<file path="src/rtl/cdb_arbiter_pkg.sv">
// Shared types and constants for the common-data-bus arbiter slice.
// Execution units hand results to the CDB as tag + value pairs.
package cdb_arbiter_pkg;

    localparam int NUM_REQ  = 4;
    localparam int NUM_TAGS = 8;
    localparam int TAG_W    = $clog2(NUM_TAGS);
    localparam int DATA_W   = 32;
    localparam int SRC_W    = $clog2(NUM_REQ);

    typedef struct packed {
        logic [TAG_W-1:0]  tag;
        logic [DATA_W-1:0] data;
    } cdb_req_t;

    function automatic logic [NUM_TAGS-1:0] tag_onehot(input logic [TAG_W-1:0] tag);
        return NUM_TAGS'(1) << tag;
    endfunction

endpackage

</file>
<file path="src/rtl/cdb_arbiter_if.sv">
// Handshake and broadcast bundle between the execution units and the CDB arbiter.
// The master side is the unit cluster; the slave side is the arbiter.
interface cdb_arbiter_if;
    import cdb_arbiter_pkg::*;

    logic                flush;
    logic [NUM_REQ-1:0]  req_valid;
    cdb_req_t            req [NUM_REQ];
    logic [NUM_REQ-1:0]  req_ready;
    logic                bcast_valid;
    logic [TAG_W-1:0]    bcast_tag;
    logic [DATA_W-1:0]   bcast_data;
    logic [SRC_W-1:0]    bcast_src;
    logic [NUM_TAGS-1:0] cdb_enable;

    modport master (
        output flush, req_valid, req,
        input  req_ready, bcast_valid, bcast_tag, bcast_data, bcast_src, cdb_enable
    );

    modport slave (
        input  flush, req_valid, req,
        output req_ready, bcast_valid, bcast_tag, bcast_data, bcast_src, cdb_enable
    );

endinterface

</file>
<file path="src/rtl/cdb_arbiter_rr_arbiter.sv">
// Combinational round-robin picker: first set request at or after ptr, wrapping.
// The wrap is an explicit compare so N need not be a power of two.
module rr_arbiter #(
    parameter int N     = 4,
    parameter int PTR_W = $clog2(N)
) (
    input  logic [N-1:0]     req,
    input  logic [PTR_W-1:0] ptr,
    output logic [N-1:0]     grant,
    output logic [PTR_W-1:0] grant_idx,
    output logic             any_grant
);

    always_comb begin : pick
        int idx;
        logic [PTR_W-1:0] sel;
        grant     = '0;
        grant_idx = '0;
        any_grant = 1'b0;
        idx       = 0;
        sel       = '0;
        for (int k = 0; k < N; k++) begin
            idx = int'(ptr) + k;
            if (idx >= N) idx = idx - N;
            sel = PTR_W'(idx);
            if (!any_grant && req[sel]) begin
                any_grant  = 1'b1;
                grant[sel] = 1'b1;
                grant_idx  = sel;
            end
        end
    end

endmodule

</file>
<file path="src/rtl/cdb_arbiter.sv">
// One-entry result slots per execution unit, drained onto the CDB one per cycle
// in round-robin order. Broadcast outputs come straight from the granted slot.
module cdb_arbiter
    import cdb_arbiter_pkg::*;
(
    input logic          clk,
    input logic          rst,
    cdb_arbiter_if.slave bus
);

    logic [NUM_REQ-1:0] slot_valid;
    cdb_req_t           slot [NUM_REQ];
    logic [SRC_W-1:0]   rr_ptr;
    logic [NUM_REQ-1:0] grant;
    logic [SRC_W-1:0]   grant_idx;
    logic               any_grant;
    logic [NUM_REQ-1:0] ready;
    logic [NUM_REQ-1:0] capture;
    logic               bcast_go;
    logic               dup_tags;

    rr_arbiter #(.N(NUM_REQ), .PTR_W(SRC_W)) u_rr (
        .req       (slot_valid),
        .ptr       (rr_ptr),
        .grant     (grant),
        .grant_idx (grant_idx),
        .any_grant (any_grant)
    );

    // A slot being drained this cycle can take a new result in the same cycle.
    assign ready         = ~slot_valid | grant;
    assign capture       = bus.req_valid & ready & {NUM_REQ{~bus.flush}};
    assign bus.req_ready = ready;

    always_comb begin
        bcast_go        = any_grant & ~bus.flush;
        bus.bcast_valid = bcast_go;
        bus.bcast_tag   = '0;
        bus.bcast_data  = '0;
        bus.bcast_src   = '0;
        bus.cdb_enable  = '0;
        if (bcast_go) begin
            bus.bcast_tag  = slot[grant_idx].tag;
            bus.bcast_data = slot[grant_idx].data;
            bus.bcast_src  = grant_idx;
            bus.cdb_enable = tag_onehot(slot[grant_idx].tag);
        end
    end

    always_ff @(posedge clk or posedge rst) begin
        if (rst) begin
            slot_valid <= '0;
            for (int i = 0; i < NUM_REQ; i++) slot[i] <= '0;
        end else begin
            for (int i = 0; i < NUM_REQ; i++) begin
                if (bus.flush) begin
                    slot_valid[i] <= 1'b0;
                end else if (capture[i]) begin
                    slot_valid[i] <= 1'b1;
                    slot[i]       <= bus.req[i];
                end else if (grant[i]) begin
                    slot_valid[i] <= 1'b0;
                end
            end
        end
    end

    always_ff @(posedge clk or posedge rst) begin
        if (rst) begin
            rr_ptr <= '0;
        end else if (bcast_go) begin
            rr_ptr <= (grant_idx == SRC_W'(NUM_REQ - 1)) ? '0 : SRC_W'(grant_idx + 1'b1);
        end
    end

    // Two live slots carrying the same ROB tag means the issue logic upstream is broken.
    always_comb begin
        dup_tags = 1'b0;
        for (int i = 0; i < NUM_REQ; i++)
            for (int j = i + 1; j < NUM_REQ; j++)
                if (slot_valid[i] && slot_valid[j] && slot[i].tag == slot[j].tag)
                    dup_tags = 1'b1;
    end

    assert property (@(posedge clk) disable iff (rst) !dup_tags);

endmodule

</file>
<file path="src/flat_wrapper.sv">
// flat-port wrapper written by rule: the top's interface ports become plain ports
module cdb_arbiter_flat import cdb_arbiter_pkg::*;
  (clk, rst, bus_flush, bus_req_valid, bus_req, bus_req_ready, bus_bcast_valid, bus_bcast_tag, bus_bcast_data, bus_bcast_src, bus_cdb_enable);
  cdb_arbiter_if bus_i ();
  input logic clk;
  input logic rst;
  input wire logic [$bits(bus_i.flush)-1:0] bus_flush;
  input wire logic [$bits(bus_i.req_valid)-1:0] bus_req_valid;
  input wire logic [$bits(bus_i.req)-1:0] bus_req;
  output wire logic [$bits(bus_i.req_ready)-1:0] bus_req_ready;
  output wire logic [$bits(bus_i.bcast_valid)-1:0] bus_bcast_valid;
  output wire logic [$bits(bus_i.bcast_tag)-1:0] bus_bcast_tag;
  output wire logic [$bits(bus_i.bcast_data)-1:0] bus_bcast_data;
  output wire logic [$bits(bus_i.bcast_src)-1:0] bus_bcast_src;
  output wire logic [$bits(bus_i.cdb_enable)-1:0] bus_cdb_enable;
  assign bus_i.flush = bus_flush;
  assign bus_i.req_valid = bus_req_valid;
  assign bus_i.req = {>>{bus_req}};
  assign bus_req_ready = bus_i.req_ready;
  assign bus_bcast_valid = bus_i.bcast_valid;
  assign bus_bcast_tag = bus_i.bcast_tag;
  assign bus_bcast_data = bus_i.bcast_data;
  assign bus_bcast_src = bus_i.bcast_src;
  assign bus_cdb_enable = bus_i.cdb_enable;
  cdb_arbiter u_core (.clk(clk), .rst(rst), .bus(bus_i));
endmodule
</file>
<file path="config.mk">
export PLATFORM = sky130hd
export DESIGN_NAME = cdb_arbiter_flat
export DESIGN_NICKNAME = d
export VERILOG_FILES = /design/src/rtl/cdb_arbiter_pkg.sv /design/src/rtl/cdb_arbiter_if.sv /design/src/rtl/cdb_arbiter_rr_arbiter.sv /design/src/rtl/cdb_arbiter.sv /design/src/flat_wrapper.sv
export SDC_FILE = /design/constraint.sdc
export NUM_CORES = 1
export LEC_CHECK = 0
export ABC_AREA = 0
export CAP_MARGIN = 15
export CORE_AREA = 3 3 161 132
export CTS_BUF_LIST = sky130_fd_sc_hd__clkbuf_8
export CTS_CLUSTER_SIZE = 20
export DETAILED_ROUTE_END_ITERATION = 12
export DIE_AREA = 0 0 164 135
export PLACE_DENSITY = 0.69
export SLEW_MARGIN = 30
export SYNTH_ARGS = -nofsm -noshare
export SYNTH_HDL_FRONTEND = slang
export SYNTH_SLANG_ARGS = --single-unit
</file>
<file path="constraint.sdc">
create_clock -name clk -period 5.1 [get_ports clk]
set_input_delay 0.765 -clock clk [delete_from_list [all_inputs] [get_ports clk]]
set_output_delay 0.765 -clock clk [all_outputs]
set_load 0.01 [all_outputs]
</file>
; Word-level counts from Yosys, hierarchy flattened
; Cells that the tools add are included.
[word_totals]
output_inout_bits = 50
ff_bits = 146
[op_classes]
n_shift = 1
addsub = 8
magnitude_cmp = 13
muxes = 52
eq_ne = 1
bitwise = 10
n_reduce_logical = 18
[ops]
columns = cell, n
row1 = $bmux 35 s2, 1
row2 = $mux 35, 2
row3 = $mux 32, 1
row4 = $mux 1, 24
row5 = $mux 2, 10
row6 = $mux 4, 4
row7 = $or 4x4->4, 4
row8 = $ge 3x3->1 const B, 4
row9 = $lt 2x3->1 const B, 4
row10 = $reduce_bool 3->1, 4
row11 = $and 4x4->4, 2
row12 = $bmux 1 s2, 4
row13 = $demux 1 s2, 4
row14 = $ge 2x1->1 const B, 4
row15 = $mux 8, 1
row16 = $reduce_and 2->1, 4
row17 = $shl 1x3->8 const A, 1
row18 = $sub 2x1->2 const B, 4
row19 = $logic_and 1x1->1, 7
row20 = $add 2x2->3 const B, 2
row21 = $not 4->4, 1
row22 = $add 2x1->3 const B, 1
row23 = $ge 2x3->1 const B, 1
row24 = $logic_not 1->1, 3
row25 = other kinds (6), 6

; Longest topological paths before layout
[logic_depth]
ltp_word = 20
depth_mapped = 13

; Cells and area by module
; Synthesis repeated with hierarchy kept, for this count alone.
[hier_totals]
hier_cells = 468
hier_area_um2 = 7141.8
[by_module_without_submodules]
columns = module, cells_each, seq_area_each_um2, instances, area_per_inst_um2
row1 = cdb_arbiter, 423, 3653.5, 1, 6720.2
row2 = rr_arbiter, 45, 0.0, 1, 421.7

; Worst setup path after synthesis
; OpenSTA, ideal clock, no wires.
[synth_timing]
kind = register to output
from = register u_core.rr_ptr[1]
to = output port bus_bcast_data[10]
setup_slack_ns = 1.272
t_arrival_ns = 3.063
path_stages_with_launch = 13
cell_sequence = dfrtp_1 > buf_2 > inv_1 > ha_1 > mux4_1 > nand2b_4 > a21oi_1 > a21o_1 > buf_2 > buf_2 > buf_2 > mux4_2 > and2_1
[synth_between]
elab_chain_len = 19
word_cells_on_any_way = 43
[synth_lines]
columns = item, line_no
row1 = start: declaration, cdb_arbiter.sv:13  ; logic [SRC_W-1:0] rr_ptr;
row2 = start signal: assignment, cdb_arbiter.sv:72  ; rr_ptr <= (grant_idx == SRC_W'(NUM_REQ - 1)) ? '0 : SRC_W'(grant_idx + 1'b1);
row3 = "parallel branches: the longest is 18 deep, another holds $add 2x1->3", --
row4 = $mux 32 *, cdb_arbiter.sv:42  ; if (bcast_go) begin
row5 = end: declaration, flat_wrapper.sv:13  ; output wire logic [$bits(bus_i.bcast_data)-1:0] bus_bcast_data;
; Mark *: on every way between the ends. The select of a mux whose other input is x is not followed.

; Worst setup path after layout
[layout_timing]
from = register u_core.rr_ptr[0]
to = output port bus_bcast_data[8]
; Same word-level chain as after synthesis.

==> impl_results.md <==
* Outcome: finished clean
* Full die area at 0.0221 mm^2
* Multi-input logic area at 0.00377 mm^2
* Total Nets Final at 845
* GPL Wtd Cong at 0.858
* CP top delay family: buffers and inverters
* Clk Latency, worst-skew pair at 0.45 ns
* # setup viols final at 0
* Post_cts resized at 0
* Hold EP: u_core.slot[82]$_DFFE_PP0P_
* Vias in the first global route at 5446
* Starting density of the core at 39.6%
* Max cap viols at 0
* CP arrival at 4.10 ns
* Row cnt at 46
* Reg-to-reg setup timing slack at 1.24 ns
* Slowest-stage cell, CP: clkdlybuf4s50_1
* Global-route wire length before repair at 31.2 mm
* Max Clock Freq at 0.205 GHz
* DRC viols at 0
* HP Start: u_core.slot[82]$_DFFE_PP0P_
* Routed len/inst at 20.7 um
* Top FF cell, synth: dfrtp_1
* First-pass DRT Iterations at 4
* DIE HEIGHT at 135 um
* Width of the die at 164 um
* Initial antenna violation count at 0
* Commonest non-fill, non-tap cell in the layout: clkdlybuf4s50_1
* FFs w/ async S/R, synth at 100%
* Root Driver: clkbuf_8
* Largest cells by area after synthesis: dfrtp_1 47%, mux2_4 23%, mux4_2 9.2%
* Drt via density at 5.07
* Critical-path maximum fanout at 16
* Worst-margin pin slew at 0.888 ns
* Startpoint types: register
* Reg2reg start: u_core.rr_ptr[0]$_DFFE_PP0P_
* Leak Pwr at 4.63 nW
* Fillcell total at 1621
* Crit. End Element: output pin
* DP Worst Slack at 0.576 ns
* CP Cell Sequence: inv_1, ha_1, or3b_1, a2111o_1, o311ai_1, nand2_2, buf_4, mux4_2, and2_1, clkdlybuf4s50_1
* Worst Hold Depth at 1
* Mapped Nets at 653
* I/O pin total at 197
* Power Density at 565 mW/mm^2
* Worst hold path class: reg2reg
* Worst EP required at 4.34 ns
* Core Area at 0.0197 mm^2
* Final Cycle Share at 95.5%
* RSZ-0062 raised after global routing: false
* CP Buf/Inv Count at 3
* Syn_area_per_cell at 15.7 um^2
* IO Port Bufs at 196
* Max Slew Vio Count at 0
* Post-synth EDFFs at 0
* Synth warnings at 0
* Synth top area share at 46.7%
* CTS clk-pin slew, worst paths at 0.09 ns
* CTS tree: done
* Commonest cells after routing, fill and taps aside: 196 x clkdlybuf4s50_1, 145 x dfrtp_1, 120 x mux2_4, 34 x and2_1, 32 x mux4_2
* Yosys reg bits at 146
* Clock skew at 0.0121 ns
* Leading area contributor after synthesis: dfrtp_1
* Hold Vio Cnt, Final at 0
* R2R cell count at 11
* Setup CP Type: reg2out
* Via count at 4907
* Overall Global Routing Usage at 18.5%
* Slew headroom at 40.8%
* Reg area at 0.00365 mm^2
* H-tree depth at 4
* Dpl hpwl at 14.0 mm
* First DRT Iteration DRCs at 253
* Setup_tns at 0 ns
* Setup bufs post-CTS at 0
* R2r endpoint: u_core.slot[113]$_DFFE_PP0P_
* Sequential share of the synthesized area at 46.7%
* Ant diodes at 0
* Routed WL at 20.1 mm
* Post-CTS Hold Fix Bufs at 0
* DRT antenna net count at 0
* Worst setup margin at 0.232 ns
* CP peak stage delay at 0.48 ns
* Largest net degree at the start of global routing at 54
* TritonCTS Sinks at 146
* Layout cell share with drive strength beyond 1 at 32.5%
* Area Growth Syn to Fin at 31.4%
* Tmin final at 4.87 ns
* Grt ovf at 0
* Synth Instances at 500
* Clock Tree Buf Depth at 2
* Cell area after synthesis at 0.00783 mm^2
* Cts bufs inserted at 17
* Peak supply drop at 239 uV
* Yosys cell types at 43
[synthesized netlist by cell type, types with 2 or more instances]
| cell | number |
|---|---|
| a21o_1 | 2 |
| mux4_1 | 2 |
| buf_12 | 12 |
| mux2_4 | 120 |
| a31oi_1 | 2 |
| nand3b_1 | 2 |
| mux4_2 | 32 |
| nor3_1 | 2 |
| buf_2 | 13 |
| clkbuf_1 | 4 |
| nor2_1 | 17 |
| inv_1 | 9 |
| mux2i_1 | 12 |
| and3_1 | 5 |
| or3b_1 | 5 |
| and3b_1 | 3 |
| mux2_2 | 23 |
| buf_6 | 5 |
| nand3_1 | 3 |
| o21ai_0 | 4 |
| nand2_1 | 7 |
| dfrtp_1 | 146 |
| a222oi_1 | 4 |
| nor2b_1 | 2 |
| ha_1 | 6 |
| a211oi_1 | 2 |
| a21oi_1 | 5 |
| and2_1 | 34 |
| nor3b_1 | 3 |
[worst max path at each step]
stage	from	end	slack, ns	cells past startpoint
floorplan	rst	u_core.rr_ptr[0]$_DFFE_PP0P_	0.41	1
global placement	u_core.rr_ptr[1]$_DFFE_PP0P_	bus_bcast_data[5]	0.71	10
detailed placement	u_core.rr_ptr[1]$_DFFE_PP0P_	bus_bcast_data[8]	0.58	10
CTS	u_core.rr_ptr[1]$_DFFE_PP0P_	bus_bcast_data[8]	0.06	10
global route	u_core.rr_ptr[1]$_DFFE_PP0P_	bus_bcast_data[21]	0.02	11
finish	u_core.rr_ptr[0]$_DFFE_PP0P_	bus_bcast_data[8]	0.23	10
[stage by stage]
| stage | instance area (um^2) | power (mW) | hold slack [ns] | utilization [%] | cells |
|---|---|---|---|---|---|
| floorplan | 7830 | 3.92 | 0.473 | - | 500 |
| CTS | 10300 | 5.85 | 0.511 | 52.0 | 968 |
| detailed placement | 9850 | 4.84 | 0.490 | 49.9 | 937 |
| finish | 10300 | 5.81 | 0.509 | 52.1 | 968 |
| global placement | 9850 | 4.75 | 0.485 | 49.9 | 937 |
| global route | 10300 | 6.14 | 0.519 | 52.1 | 968 |
[kinds of logic after synthesis]
kind of cell / share of synthesized area, %
adders and majority gates: 0.959
and+or+nand+nor: 6.70
AOI/OAI and AO/OA: 2.56
buffers and inverters: 5.34
DFF: 46.7
muxes: 37.8
[power breakdown]
| group | total [mW] | switching (mW) | internal, mW |
|---|---|---|---|
| Sequential | 1.86 | 0.270 | 1.59 |
| Combinational | 2.97 | 1.15 | 1.82 |
| Clock | 0.980 | 0.456 | 0.524 |
| Total | 5.81 | 1.88 | 3.93 |
[per-layer routing]
layer	track usage, %	part of all wire, %	vias up
met1	25.4	45	2496
li1	-	-	2210
met5	0	0	-
met2	28.9	46	185
met4	4.65	1.2	0
met3	5.43	7.2	16
[final cells by class]
type / instances / area share, %
clock inverter: 11 / 1.47
timing repair buffer: 208 / 20.1
clock buffer: 20 / 2.68
sequential: 146 / 35.5
multi-input combinational: 310 / 36.6
tap: 264 / 3.21
inverter: 9 / 0.377
[registers in the layout, summed over array words and instances, names as in the netlist]
register	cells
u_core.rr_ptr	2
u_core.slot	140
u_core.slot_valid	4
Power figures use the tool's default switching activity.
